`config.mk`:
```
export PLATFORM = sky130hd
export DESIGN_NAME = nibble_link_scheduler
export DESIGN_NICKNAME = d
export VERILOG_FILES = /design/src/rtl/heichips_link_pkg.sv /design/src/rtl/link_id_fifo.sv /design/src/rtl/nibble_link_scheduler.sv
export SDC_FILE = /design/constraint.sdc
export NUM_CORES = 1
export LEC_CHECK = 0
export ABC_AREA = 1
export ABC_CLOCK_PERIOD_IN_PS = 3200
export CAP_MARGIN = 20
export CORE_ASPECT_RATIO = 0.9
export CORE_UTILIZATION = 35
export DETAILED_ROUTE_END_ITERATION = 16
export PLACE_DENSITY_LB_ADDON = 0.15
export SYNTH_ARGS = -nofsm -noshare
export SYNTH_HDL_FRONTEND = slang
export SYNTH_SLANG_ARGS = --single-unit
```
`constraint.sdc`:
```
create_clock -name clk -period 3.2 [get_ports clk]
set_clock_uncertainty 0.1 [all_clocks]
set_input_delay 0.96 -clock clk [delete_from_list [all_inputs] [get_ports clk]]
set_output_delay 0.96 -clock clk [all_outputs]
set_load 0.05 [all_outputs]
```
`src/rtl/heichips_link_pkg.sv`:
```
// heichips_link_pkg: request record and response-target IDs shared by the nibble link blocks
package heichips_link_pkg;
  localparam int LINK_ADDR_W = 32;
  typedef enum logic {INST = 1'b0, DATA = 1'b1} target_e;
  typedef struct packed {
    logic [LINK_ADDR_W-1:0] addr;
    logic [31:0]            wdata;
    logic [3:0]             strb;
    logic                   write;
  } mem_req_t;
endpackage

```
`src/rtl/link_id_fifo.sv`:
```
// link_id_fifo: in-order 1-bit target-ID queue with wrap-around pointers and occupancy count
module link_id_fifo #(
  parameter int DEPTH = 4
) (
  input  logic                     clk,
  input  logic                     rst_n,
  input  logic                     push,
  input  logic                     din,
  input  logic                     pop,
  output logic                     dout,
  output logic                     empty,
  output logic [$clog2(DEPTH):0]   count
);
  localparam int PW = $clog2(DEPTH);
  localparam int CW = PW + 1;
  logic [DEPTH-1:0] mem_q, mem_d;
  logic [PW-1:0]    wr_q, wr_d, rd_q, rd_d;
  logic [CW-1:0]    count_q, count_d;
  always_comb begin
    mem_d = mem_q;
    if (push) mem_d[wr_q] = din;
    wr_d    = wr_q + PW'(push);
    rd_d    = rd_q + PW'(pop);
    count_d = count_q + CW'(push) - CW'(pop);
    dout    = mem_q[rd_q];
    empty   = count_q == '0;
    count   = count_q;
  end
  always_ff @(posedge clk or negedge rst_n) begin
    if (!rst_n) begin
      mem_q   <= '0;
      wr_q    <= '0;
      rd_q    <= '0;
      count_q <= '0;
    end else begin
      mem_q   <= mem_d;
      wr_q    <= wr_d;
      rd_q    <= rd_d;
      count_q <= count_d;
    end
  end
endmodule

```
`src/rtl/nibble_link_scheduler.sv`:
```
// nibble_link_scheduler: round-robin merge of instruction and LSU requests onto one nibble link,
// with in-order routing of read responses back to their requester
module nibble_link_scheduler
  import heichips_link_pkg::*;
#(
  parameter int DEPTH  = 4,
  parameter int ADDR_W = 8
) (
  input  logic                   clk,
  input  logic                   rst_n,
  input  logic                   inst_q_valid,
  output logic                   inst_q_ready,
  input  logic [ADDR_W-1:0]      inst_q_addr,
  input  logic                   data_q_valid,
  output logic                   data_q_ready,
  input  logic [ADDR_W-1:0]      data_q_addr,
  input  logic                   data_q_write,
  input  logic [31:0]            data_q_wdata,
  input  logic [3:0]             data_q_strb,
  output logic                   link_q_valid,
  input  logic                   link_q_ready,
  output mem_req_t               link_q_req,
  input  logic                   link_p_valid,
  output logic                   link_p_ready,
  input  logic [31:0]            link_p_data,
  output logic                   inst_p_valid,
  input  logic                   inst_p_ready,
  output logic                   data_p_valid,
  input  logic                   data_p_ready,
  output logic [31:0]            p_data,
  output logic [$clog2(DEPTH):0] outstanding,
  output logic                   rsp_err
);
  localparam int CW = $clog2(DEPTH) + 1;
  logic     link_q_valid_q, link_q_valid_d, rsp_err_q, rsp_err_d;
  mem_req_t req_q, req_d;
  target_e  rr_q, rr_d;
  logic     can_load, rd_ok, inst_elig, data_elig, grant_inst, grant_data;
  logic     push, pop, empty, head_bit;
  link_id_fifo #(.DEPTH(DEPTH)) u_ids (
    .clk   (clk),
    .rst_n (rst_n),
    .push  (push),
    .din   (grant_data),
    .pop   (pop),
    .dout  (head_bit),
    .empty (empty),
    .count (outstanding)
  );
  // Read limit uses the registered count only, so link_p never reaches the request readies
  always_comb begin
    can_load       = rst_n & (!link_q_valid_q | link_q_ready);
    rd_ok          = outstanding < CW'(DEPTH);
    inst_elig      = inst_q_valid & rd_ok;
    data_elig      = data_q_valid & (data_q_write | rd_ok);
    grant_inst     = can_load & inst_elig & (!data_elig | rr_q == INST);
    grant_data     = can_load & data_elig & (!inst_elig | rr_q == DATA);
    inst_q_ready   = grant_inst;
    data_q_ready   = grant_data;
    push           = grant_inst | (grant_data & !data_q_write);
    inst_p_valid   = link_p_valid & !empty & (target_e'(head_bit) == INST);
    data_p_valid   = link_p_valid & !empty & (target_e'(head_bit) == DATA);
    link_p_ready   = !empty & (target_e'(head_bit) == INST ? inst_p_ready : data_p_ready);
    pop            = link_p_valid & link_p_ready;
    p_data         = link_p_data;
    rsp_err_d      = rsp_err_q | (link_p_valid & empty);
    rr_d           = grant_inst ? DATA : grant_data ? INST : rr_q;
    link_q_valid_d = grant_inst | grant_data | (link_q_valid_q & !link_q_ready);
    req_d          = grant_inst ? mem_req_t'{addr: LINK_ADDR_W'(inst_q_addr), wdata: '0, strb: '0, write: 1'b0}
                   : grant_data ? mem_req_t'{addr: LINK_ADDR_W'(data_q_addr), wdata: data_q_wdata,
                                             strb: data_q_strb, write: data_q_write}
                   : req_q;
    link_q_valid   = link_q_valid_q;
    link_q_req     = req_q;
    rsp_err        = rsp_err_q;
  end
  always_ff @(posedge clk or negedge rst_n) begin
    if (!rst_n) begin
      link_q_valid_q <= 1'b0;
      req_q          <= '0;
      rr_q           <= INST;
      rsp_err_q      <= 1'b0;
    end else begin
      link_q_valid_q <= link_q_valid_d;
      req_q          <= req_d;
      rr_q           <= rr_d;
      rsp_err_q      <= rsp_err_d;
    end
  end
endmodule

```
## After elaboration in Yosys (flattened, before gate mapping)

Cells that the tools add are included.

- Multiplexer cells: 10
- Add/subtract/negate cells: 4
- Reduce and logical (&&, ||, !) cells: 9
- Bitwise gates (word level): 25
- Magnitude comparators: 4

Operator list:

| operator | number |
|---|---|
| 69-bit 2-to-1 mux | 2 |
| 1-bit bitwise AND | 15 |
| 1-bit OR | 8 |
| 1-bit logical NOT | 6 |
| 2-bit by 3-bit less-than comparator with 1-bit output (second input constant) | 2 |
| 1-bit 2-to-1 mux | 5 |
| 2-bit by 1-bit adder with 2-bit output | 2 |
| 4-bit bitwise mux | 1 |
| 3-bit by 1-bit adder with 3-bit output | 1 |
| 3-bit logical NOT | 1 |
| 3-bit less-than comparator (second input constant) | 1 |
| 3-bit by 1-bit subtractor with 3-bit output | 1 |
| 1-bit binary-select mux with 2-bit select | 1 |
| 1-bit demux with 2-bit select | 1 |
| 2-bit by 1-bit >= comparator with 1-bit output (second input constant) | 1 |
| 1-bit NOT | 2 |
| 2-bit nonzero test | 1 |
| 1-bit logical AND | 1 |

- Bits of input ports: 93
- Logic and storage cells: 63
- Register bits after elaboration: 83
- Output and inout port bits: 111

## Logic depth before layout (Yosys ltp)

Gate-level depths: netlist (run 1).

- Depth in word-level cells: 9
- Mapped depth: 13
- Depth with buffers taken out: 13

## Modules after synthesis

A second synthesis (run 1) with hierarchy kept.

- Cell total of the unflattened synthesis: 372
- Area total of the unflattened synthesis: 3,159.3 um2

By module, submodules not included:

| module | times used | area an instance (um2) | sequential area each (um2) | cells each |
|---|---|---|---|---|
| nibble_link_scheduler | 1 | 2,605.0 | 1,201.2 | 310 |
| link_id_fifo | 1 | 554.3 | 275.3 | 62 |

## Least setup slack after synthesis (run 1)

OpenSTA, ideal clock, no wires.

- Path type: input to output
- Start: input port link_p_valid
- End: output port inst_p_valid
- Buffers on the path: 0
- Setup slack: 0.062 ns
- Data arrival time: 2.078 ns
- Required time: 2.140 ns
- Cell stages on the path: 4
- Cells stage by stage: inv_1 -> nor2_1 -> inv_1 -> a21oi_1

- Word-level cells in the longest chain between the ends: 2

Ends and longest elaborated chain:

| what | RTL line | text |
|---|---|---|
| start, declared | nibble_link_scheduler.sv:23 | `input logic link_p_valid,` |
| 1-bit bitwise AND (2 in a row) | nibble_link_scheduler.sv:61 | `inst_p_valid = link_p_valid & !empty & (target_e'(head_bit) == INST);` |
| end, declared | nibble_link_scheduler.sv:26 | `output logic inst_p_valid,` |

No other way between the ends.

## Worst setup path in the final report (run 1)

- Start: input port link_q_ready
- End: output port inst_q_ready

- Word-level cells in the longest chain between the ends: 4

Ends and longest elaborated chain:

| what | RTL line | text |
|---|---|---|
| start, declared | nibble_link_scheduler.sv:21 | `input logic link_q_ready,` |
| 1-bit OR | nibble_link_scheduler.sv:52 | `can_load = rst_n & (!link_q_valid_q \| link_q_ready);` |
| 1-bit bitwise AND | nibble_link_scheduler.sv:52 |  |
| 1-bit bitwise AND (2 in a row) | nibble_link_scheduler.sv:56 | `grant_inst = can_load & inst_elig & (!data_elig \| rr_q == INST);` |
| end, declared | nibble_link_scheduler.sv:12 | `output logic inst_q_ready,` |

No other way between the ends.

==> metrics.txt, run 1 <==
Pwr Density=1130 nW/um2; WL final=6.84 mm; unrepaired setup endpoints after global routing=false; ys flop type=dfrtp_1; Worst-Margin Slew=747 ps; worst-path cell chain=clkdlybuf4s50_1 -> nor2_1 -> nor2_4 -> nand2_4 -> inv_2 -> buf_12; root buf cell=clkbuf_8; vias in the first global route=2,417; Cell Area, Synth=3010 um2; clk buf depth=2; crit path DAT=2040 ps; CP required=2140 ps; total clock buffers created by CTS=9; fillcell total=803; vias=2,356; largest net degree at the start of global routing=60; Worst-path clk slew=60 ps; number of synthesized flops with an enable pin=0; Setup violations, final=0; maximum clock rate=0.322 GHz; nature of the critical path endpoint=primary output; clk_lat worst skew=330 ps; share of the synthesized area in the top cell type=0.491; largest cells by area after synthesis=dfrtp_1, nand2_1, buf_4; layout cells sized above 1=0.0926; H-tree levels=3; DRT iter0 DRCs=78; P&R area growth vs syn=37.7%; initial antenna violation count=1; total grt overflow=0; # clock sinks=59; CTS tree=done; DRC viols=0; Peak VDD IR=0.592 mV; Max stage delay on crit path=420 ps; Worst Slack Setup Final=97.1 ps; Via density=4.22; Final Slew Violations=0; Tmin final=3100 ps; most common cell in the netlist=nand2_1; Yosys warning count=0; fin crit share=0.970; most common library cells after synthesis=nand2_1, dfrtp_1, buf_4, nand3_1, inv_1; diodes inserted=0; Initial Util=0.368; asr flop ratio synth=1.00; nets=535; Buffers on Ports=115; IO Count=204; worst setup path category=input pin to primary output; Final Hold Viols=0; synthesized area per cell=8.64 um2; Final ANT Viol Nets=0; register bit total from synthesis=59; status=completed; Post-Syn Instances=348; First-pass DRT Iterations=4; pre-CTS setup slack=70.1 ps; Crit Path Max Fanout=8; Wirelength per Cell=12.3 um; total track usage=0.165; Placer Congestion=0.736; slew margin rel.=0.502; area of the die=8970 um2; Rows=31; hold crit path type=flip-flop to flip-flop; crit start category=input pin; setup TNS=0 ps; hpwl dp=4.69 mm; global-route wire length before repair=11.4 mm; core box area=8180 um2; max-capacitance violation count=0; Synth area leader=dfrtp_1; Unique masters post-synth=31; leakage power=0.00207 uW; die width=99.7 um; Slowest cell on crit path=clkdlybuf4s50_1; post-synthesis sequential area ratio=0.491; Die Ht=89.9 um
final cells by class:
class / instances / area (um2) / area share
Clock buffer: 12 / 145 / 0.0350
Clock inverter: 3 / 15.0 / 0.00363
Inverter: 18 / 75.1 / 0.0181
Multi-Input combinational cell: 229 / 1040 / 0.250
Sequential cell: 59 / 1480 / 0.356
Tap cell: 115 / 144 / 0.0347
Timing Repair Buffer: 122 / 1250 / 0.302
routing by layer:
layer,vias to the layer above,wire length (um),GRT usage
met4,2,58,0.0637
li1,1176,-,-
met5,-,12,0
met3,12,462,0.0607
met1,1083,3060,0.201
met2,83,3250,0.263
layout by cell type, fill, tap and decap left out:
cell / Yosys / routed
ha_1: 2 / 2
nand3_4: 1 / 1
buf_2: 2 / 1
inv_2: 3 / 3
nand3_2: 1 / 1
nor2_1: 8 / 8
xor2_1: 2 / 2
nor3_1: 1 / 1
nand2_8: 1 / 1
clkbuf_1: 0 / 2
inv_1: 13 / 13
nand2_4: 1 / 1
a21o_1: 1 / 1
xnor2_1: 1 / 1
inv_6: 1 / 1
conb_1: 1 / 24
nand3b_1: 1 / 1
nand3_1: 18 / 18
a22oi_1: 4 / 4
nor2_4: 1 / 1
buf_12: 0 / 5
o21ai_0: 2 / 2
fa_1: 1 / 1
buf_4: 57 / 7
inv_4: 1 / 1
dfrtp_1: 59 / 59
clkbuf_8: 0 / 10
nand2_1: 148 / 148
nor2_2: 2 / 2
clkinv_2: 0 / 3
a21oi_2: 0 / 1
clkdlybuf4s50_1: 0 / 109
nand2_2: 2 / 2
a21oi_1: 2 / 1
nand4_1: 5 / 5
registers in the layout (all words and copies together) (netlist names):
signal	flops
u_ids.wr_q	2
link_q_req	45
link_q_valid	1
rr_q	1
u_ids.count	3
u_ids.mem_q	4
u_ids.rd_q	2
rsp_err	1
logic make-up after synthesis:
| kind of cell | share of synthesized area |
|---|---|
| adders and majority gates | 0.0150 |
| and+or+nand+nor | 0.271 |
| buffers and inverters | 0.194 |
| AOI/OAI and AO/OA | 0.0191 |
| other | 0.00125 |
| xor gates and xnor gates | 0.00874 |
| DFF | 0.491 |
power breakdown:
group          internal, uW  switching [uW]  total (uW)  leakage [uW]
clock network           294             275         569     0.0000860
registers              1110             220        1330      0.000745
logic                   913            1870        2780       0.00124
stage by stage:
stage | area [um2] | hold slack (ps) | total power, uW | std cells | util
finish | 4140 | 363 | 4680 | 558 | 0.506
global route | 4140 | 373 | 4970 | 558 | 0.506
CTS | 4140 | 368 | 4740 | 558 | 0.506
detailed placement | 3980 | 353 | 4140 | 543 | 0.486
global placement | 3980 | 344 | 4110 | 543 | 0.486
floorplan | 3090 | 342 | 3300 | 371 | -
critical path, delay by kind of cell:
family                 cells  cell delay (ps)
buffers and inverters      3              640
and+or+nand+nor            3              440
what timing repair did:
| action | CTS | global route |
|---|---|---|
| gates resized for setup | 0 | 1 |
| setup endpoints to repair | 0 | 1 |
| setup buffers | 0 | 0 |
| endpoints found under the hold margin | 0 | 0 |
| hold buffers | 0 | 0 |
worst paths after layout:
| kind | start | slack, ps | endpoint | cells past startpoint |
|---|---|---|---|---|
| hold / removal | rsp_err$_DFF_PN0_ | 360 | rsp_err$_DFF_PN0_ | 1 |
| max in group asynchronous | rst_n | 1800 | link_q_req[31]$_DFFE_PN0P_ | 2 |
| min in group asynchronous | rst_n | 710 | link_q_valid$_DFF_PN0_ | 2 |
| setup reg to reg | u_ids.count[2]$_DFF_PN0_ | 880 | u_ids.count[2]$_DFF_PN0_ | 9 |
| setup / recovery | link_q_ready | 100 | inst_q_ready | 6 |
| hold reg to reg | rsp_err$_DFF_PN0_ | 360 | rsp_err$_DFF_PN0_ | 1 |
Note: power is estimated with default switching activity, not from simulation.
==> inputs of run 2 (changes only) <==
--- a/config.mk
+++ b/config.mk
@@ -9,7 +9,7 @@
 export ABC_CLOCK_PERIOD_IN_PS = 3200
 export CAP_MARGIN = 20
 export CORE_ASPECT_RATIO = 0.9
-export CORE_UTILIZATION = 35
+export CORE_UTILIZATION = 39
 export DETAILED_ROUTE_END_ITERATION = 16
 export PLACE_DENSITY_LB_ADDON = 0.15
 export SYNTH_ARGS = -nofsm -noshare
==> run 2 against run 1 <==
Hold slack lost 7.0 ps. Maximum frequency grew 0.31%. Sequential power is essentially flat. Design area shrank 0.18%. Setup slack gained 9.6 ps. Count of clock-buffer cells in the layout is the same. Global-route usage grew 0.60 points. Final cell count shrank 3.8%. Combinational power is essentially flat. Die area shrank 10%. Routed wire length shrank 3.5%. Sequential share of layout area grew 0.065 points.
==> metrics.txt, run 2 (synthesis results as in run 1) <==
status=completed; Int Pwr=2350 uW (+1.1%); clk buf depth=2 (unchanged); Crit Path Max Fanout=2 (-6); Power Total=4720 uW (+0.74%); Post-CTS Setup Bufs=0 (unchanged); root buf cell=clkbuf_8; crit path DAT=2030 ps (about the same); Worst R2R Start=u_ids.count[2]$_DFF_PN0_; vias in the first global route=2,225 (-7.9%); pre-CTS setup slack=72.4 ps (+2.27 ps); Rows=29 (-6.5%); Logic pwr share=0.589 (-0.005); Worst-path clk slew=70 ps (about the same); Tmin final=3090 ps (-9.60 ps); initial antenna violation count=0 (-1); commonest non-fill, non-tap cell in the layout=nand2_1; core box area=7260 um2 (-11%); total clock buffers created by CTS=9 (unchanged); crit start category=input pin; Worst-Margin Slew=740 ps (-7.18 ps); HP Start=rsp_err$_DFF_PN0_; diodes inserted=0 (unchanged); max-capacitance violation count=0 (unchanged); DRT iter0 DRCs=72 (-7.7%); total track usage=0.171 (+0.00601); vias=2,338 (-0.76%); Bufs and invs on worst path=3 (unchanged); power share of the clock group=0.128 (+0.006); CP required=2140 ps (about the same); leakage power=0.00207 uW (+0.12%); First-pass DRT Iterations=4 (unchanged); fin crit share=0.967 (-0.00300); slew margin rel.=0.507 (+0.00479); Wirelength per Cell=12.3 um (+0.27%); maximum clock rate=0.323 GHz (+0.31%); Pwr Density=1140 nW/um2 (+0.92%); Hold EP=rsp_err$_DFF_PN0_; Slowest cell on crit path=clkdlybuf4s50_1; Initial Util=0.414 (+0.0470); global-route wire length before repair=10.4 mm (-9.0%); Reg-to-Reg End=u_ids.count[2]$_DFF_PN0_; largest net degree at the start of global routing=60 (unchanged); clk_lat worst skew=330 ps (about the same); Via density=4.35 (+3.1%); post-cts sizing count=0 (unchanged); Max stage delay on crit path=520 ps (+100 ps); worst setup path category=input pin to primary output; Final ANT Viol Nets=0 (unchanged); layout cells sized above 1=0.0968 (+0.00430); area of the die=8070 um2 (-10%); most frequent CP cell=nor2_2; r2r worst-path depth=9 (unchanged); Buffers on Ports=115 (unchanged); Peak VDD IR=0.656 mV (+11%); unrepaired setup endpoints after global routing=false; Final Hold Viols=0 (unchanged); P&R area growth vs syn=37.4%; DRC viols=0 (unchanged); most frequent cells in the layout=nand2_1, clkdlybuf4s50_1, dfrtp_1, conb_1, nand3_1; Net Sw Frac=0.503 (-0.00180); Die Ht=85.3 um (-5.1%); part of the power in registers=0.283 (-0.002); Placer Congestion=0.712 (-3.3%); hold crit path type=flip-flop to flip-flop; Reg2Reg Setup Slack=860 ps (-20 ps); total grt overflow=0 (unchanged); # clock sinks=59 (unchanged); WL final=6.60 mm (-3.5%); Hold Buf Count CTS=0 (unchanged); delay-heaviest family, CP=buffers and inverters; max FFs per register=45 (unchanged); P_sw=2370 uW (+0.38%); die width=94.6 um (-5.2%); hpwl dp=4.57 mm (-2.5%); hold depth=1 (unchanged); Worst Slack Setup Final=107 ps (+9.60 ps); setup TNS=0 ps (unchanged); worst-path cell chain=clkdlybuf4s50_1 -> nor2_2 -> nor2_2 -> nand3_4 -> inv_4 -> buf_12; H-tree levels=3 (unchanged); nature of the critical path endpoint=primary output; WHS=356 ps (-6.97 ps); Final Slew Violations=0 (unchanged); IO Count=204 (unchanged); CTS tree=done; Setup violations, final=0 (unchanged); nets=535 (unchanged)
==> run 2: changes by cell type in the layout (fill, tap and decap cells not counted) <==
cell        delta
clkinv_2       -1
clkinvlp_4     +2
clkbuf_1       -1
clkbuf_8       +1
==> run 2: power groups by stage <==
stage	registers [uW]	clock network [uW]	logic, uW
after floorplan	2430	0	870
after global placement	1340	0	2770
after detailed placement	1340	0	2800
after CTS	1340	630	2800
after global routing	1380	661	2950
final	1330	604	2780
==> run 2: how the worst max path moves through the flow <==
stage	from	endpoint	slack [ps]	depth (start not counted)
after floorplan	link_p_valid	inst_p_valid	60	4
final	data_q_write	data_q_ready	110	6
after detailed placement	link_p_valid	inst_p_valid	70	6
after global routing	data_q_write	data_q_ready	40	6
after global placement	link_p_valid	inst_p_valid	80	6
after CTS	link_p_valid	inst_p_valid	70	6
==> run 2: area by class of cell <==
cell class	count	area, um2
clock buffer	12	155
timing repair buffer	122	1250
fill	679	3120
tap	93	116
sequential	59	1480
clock inverter	4	25.0
multi-input combinational	229	1040
inverter	18	75.1
==> run 2: per-layer routing <==
metal	up-vias	share of wire	global-route usage
met5	-	0	0
met2	89	0.47	0.275
met4	0	0.017	0.0579
met1	1058	0.42	0.204
li1	1175	-	-
met3	16	0.085	0.0744
==> run 2: stage by stage <==
| stage | util | cell area, um2 | std cells |
|---|---|---|---|
| 4_1_cts | 0.569 | 4130 | 537 |
| 3_3_place_gp | 0.544 | 3950 | 521 |
| 6_report | 0.570 | 4130 | 537 |
| 3_5_place_dp | 0.544 | 3950 | 521 |
| 5_1_grt | 0.570 | 4130 | 537 |
| 2_1_floorplan | - | 3090 | 371 |
==> inputs of run 3 (changes only) <==
--- a/config.mk
+++ b/config.mk
@@ -8,8 +8,10 @@
 export ABC_AREA = 1
 export ABC_CLOCK_PERIOD_IN_PS = 3200
 export CAP_MARGIN = 20
+export CELL_PAD_IN_SITES_DETAIL_PLACEMENT = 2
+export CELL_PAD_IN_SITES_GLOBAL_PLACEMENT = 2
 export CORE_ASPECT_RATIO = 0.9
-export CORE_UTILIZATION = 39
+export CORE_UTILIZATION = 20
 export DETAILED_ROUTE_END_ITERATION = 16
 export PLACE_DENSITY_LB_ADDON = 0.15
 export SYNTH_ARGS = -nofsm -noshare
==> run 3 against run 2 <==
Hold slack improved by 6.1 ps. Core utilization fell by 27 points. Clock power rose by 51%. Critical path depth did not move. Combinational power rose by 2%. Setup slack got worse by 32 ps. Power rose by 7.8%. Non-clock buffer count did not move. Die area rose by 93%.
==> metrics.txt, run 3 (synthesis results as in run 1) <==
Via density=3.94 (-9.5%); total clock buffers created by CTS=9 (unchanged); Buffers on Ports=115 (unchanged); nets=535 (unchanged); met1 usage=0.154 (-0.0499); vias in the first global route=2,829 (+27%); Crit Path Max Fanout=8 (+6); IO Count=204 (unchanged); Final Hold Viols=0 (unchanged); clk_lat worst skew=330 ps (about the same); max-capacitance violation count=0 (unchanged); CTS tree=done; instance count on the critical path=6 (unchanged); status=completed; Initial Util=0.204 (-0.210); post-layout util=0.297 (-0.273); worst-path cell chain=clkdlybuf4s50_1 -> nor2_1 -> nor2_4 -> nand2_4 -> inv_2 -> buf_12; unrepaired setup endpoints after global routing=false; CP required=2140 ps (about the same); layout cells sized above 1=0.0991 (+0.00225); DRT iter0 DRCs=59 (-18%); Finished Layout Cells=642 (+20%); Placer Congestion=0.679 (-4.6%); GRT met3 Usage=0.0463 (-0.0280); initial antenna violation count=0 (unchanged); vias=2,531 (+8.3%); Post-CTS Setup Bufs=0 (unchanged); Worst-Margin Slew=803 ps (+62.6 ps); Peak VDD IR=0.339 mV (-48%); r2r worst-path depth=9 (unchanged); fin crit share=0.977 (+0.00999); slew margin rel.=0.465 (-0.0417); die width=131 um (+39%); Final Slew Violations=0 (unchanged); dpl cells=626 (+20%); Top Usage Layer GRT=met2; P&R area growth vs syn=45.3%; worst setup path category=input pin to primary output; most frequent cells in the layout=nand2_1, clkdlybuf4s50_1, dfrtp_1, conb_1, nand3_1; clk buf depth=2 (unchanged); hpwl dp=6.41 mm (+40%); Wirelength per Cell=14.1 um (+15%); hold depth=1 (unchanged); hold crit path type=flip-flop to flip-flop; Tmin final=3130 ps (+32.0 ps); grt met2 use=0.199 (-0.0759); First-pass DRT Iterations=6 (+2); crit path DAT=2070 ps (+40 ps); area of the die=15,500 um2 (+93%); Rows=42 (+45%); maximum clock rate=0.320 GHz (-1.0%); largest net degree at the start of global routing=60 (unchanged); crit start category=input pin; WL final=9.05 mm (+37%); total grt overflow=0 (unchanged); Pwr Density=1160 nW/um2 (+2.0%); global-route wire length before repair=15.0 mm (+45%); # clock sinks=59 (unchanged); core box area=14,700 um2 (+100%); delay-heaviest family, CP=buffers and inverters; total track usage=0.126 (-0.0449); Die Ht=118 um (+39%); setup TNS=0 ps (unchanged); Bufs and invs on worst path=3 (unchanged); Slowest cell on crit path=clkdlybuf4s50_1; max FFs per register=45 (unchanged); Worst-path clk slew=50 ps (-20 ps); diodes inserted=0 (unchanged); root buf cell=clkbuf_16; leakage power=0.00212 uW (+2.2%); Max stage delay on crit path=430 ps (-90 ps); H-tree levels=3 (unchanged); commonest non-fill, non-tap cell in the layout=nand2_1; Final ANT Viol Nets=0 (unchanged); DRC viols=0 (unchanged); nature of the critical path endpoint=primary output; Setup violations, final=0 (unchanged)
-- run 3: cell counts in the layout (fill, tap and decap cells not counted) --
Identical to the previous run, type by type.
-- run 3: per-stage QoR --
stage | instance area [um2] | setup slack (ps) | power, uW | hold WS, ps
after detailed placement | 4080 | 29.9 | 4230 | 359
after global placement | 4080 | 47.6 | 4170 | 342
after CTS | 4360 | 20.0 | 5180 | 368
final | 4370 | 74.8 | 5090 | 362
after global routing | 4370 | 2.19 | 5400 | 393
after floorplan | 3090 | 61.7 | 3300 | 342
-- run 3: where the power goes --
part	switching [uW]	internal (uW)
registers	233	1110
logic	1920	913
clock network	347	563
total	2500	2590
-- run 3: area by class of cell --
type / instances / area, um2
fill: 1646 / 10300
sequential: 59 / 1480
multi-input combinational: 229 / 1040
inverter: 18 / 75.1
tap: 198 / 248
timing repair buffer: 122 / 1250
clock buffer: 12 / 256
clock inverter: 4 / 25.0
-- run 3: layer usage --
layer / wire length [um] / vias up / part of all wire
li1: - / 1172 / -
met5: 0 / - / 0
met4: 103 / 0 / 0.011
met3: 662 / 9 / 0.073
met2: 4160 / 106 / 0.46
met1: 4130 / 1244 / 0.46
-- run 3: final timing paths --
check	slack (ps)	start	end
worst max-delay path	70	link_q_ready	inst_q_ready
worst min-delay path	360	rsp_err$_DFF_PN0_	rsp_err$_DFF_PN0_
worst max register to register	850	u_ids.count[2]$_DFF_PN0_	u_ids.count[2]$_DFF_PN0_
worst min register to register	360	rsp_err$_DFF_PN0_	rsp_err$_DFF_PN0_
max in group asynchronous	1760	rst_n	link_q_req[42]$_DFFE_PN0P_
min in group asynchronous	730	rst_n	link_q_req[5]$_DFFE_PN0P_
-- run 3: worst register-to-register path, delay by kind of cell (launching register included) --
family | cells | cell delay [ps]
flip-flops | 1 | 420
XOR/XNOR | 2 | 290
buffers and inverters | 1 | 170
adder cells (fa/ha/maj) | 2 | 570
AND/OR/NAND/NOR | 4 | 680
-- run 3: what timing repair did --
action / in CTS / in global routing
gates resized for setup: 0 / 2
hold endpoints to repair: 0 / 0
hold buffers: 0 / 0
setup endpoints to repair: 0 / 2
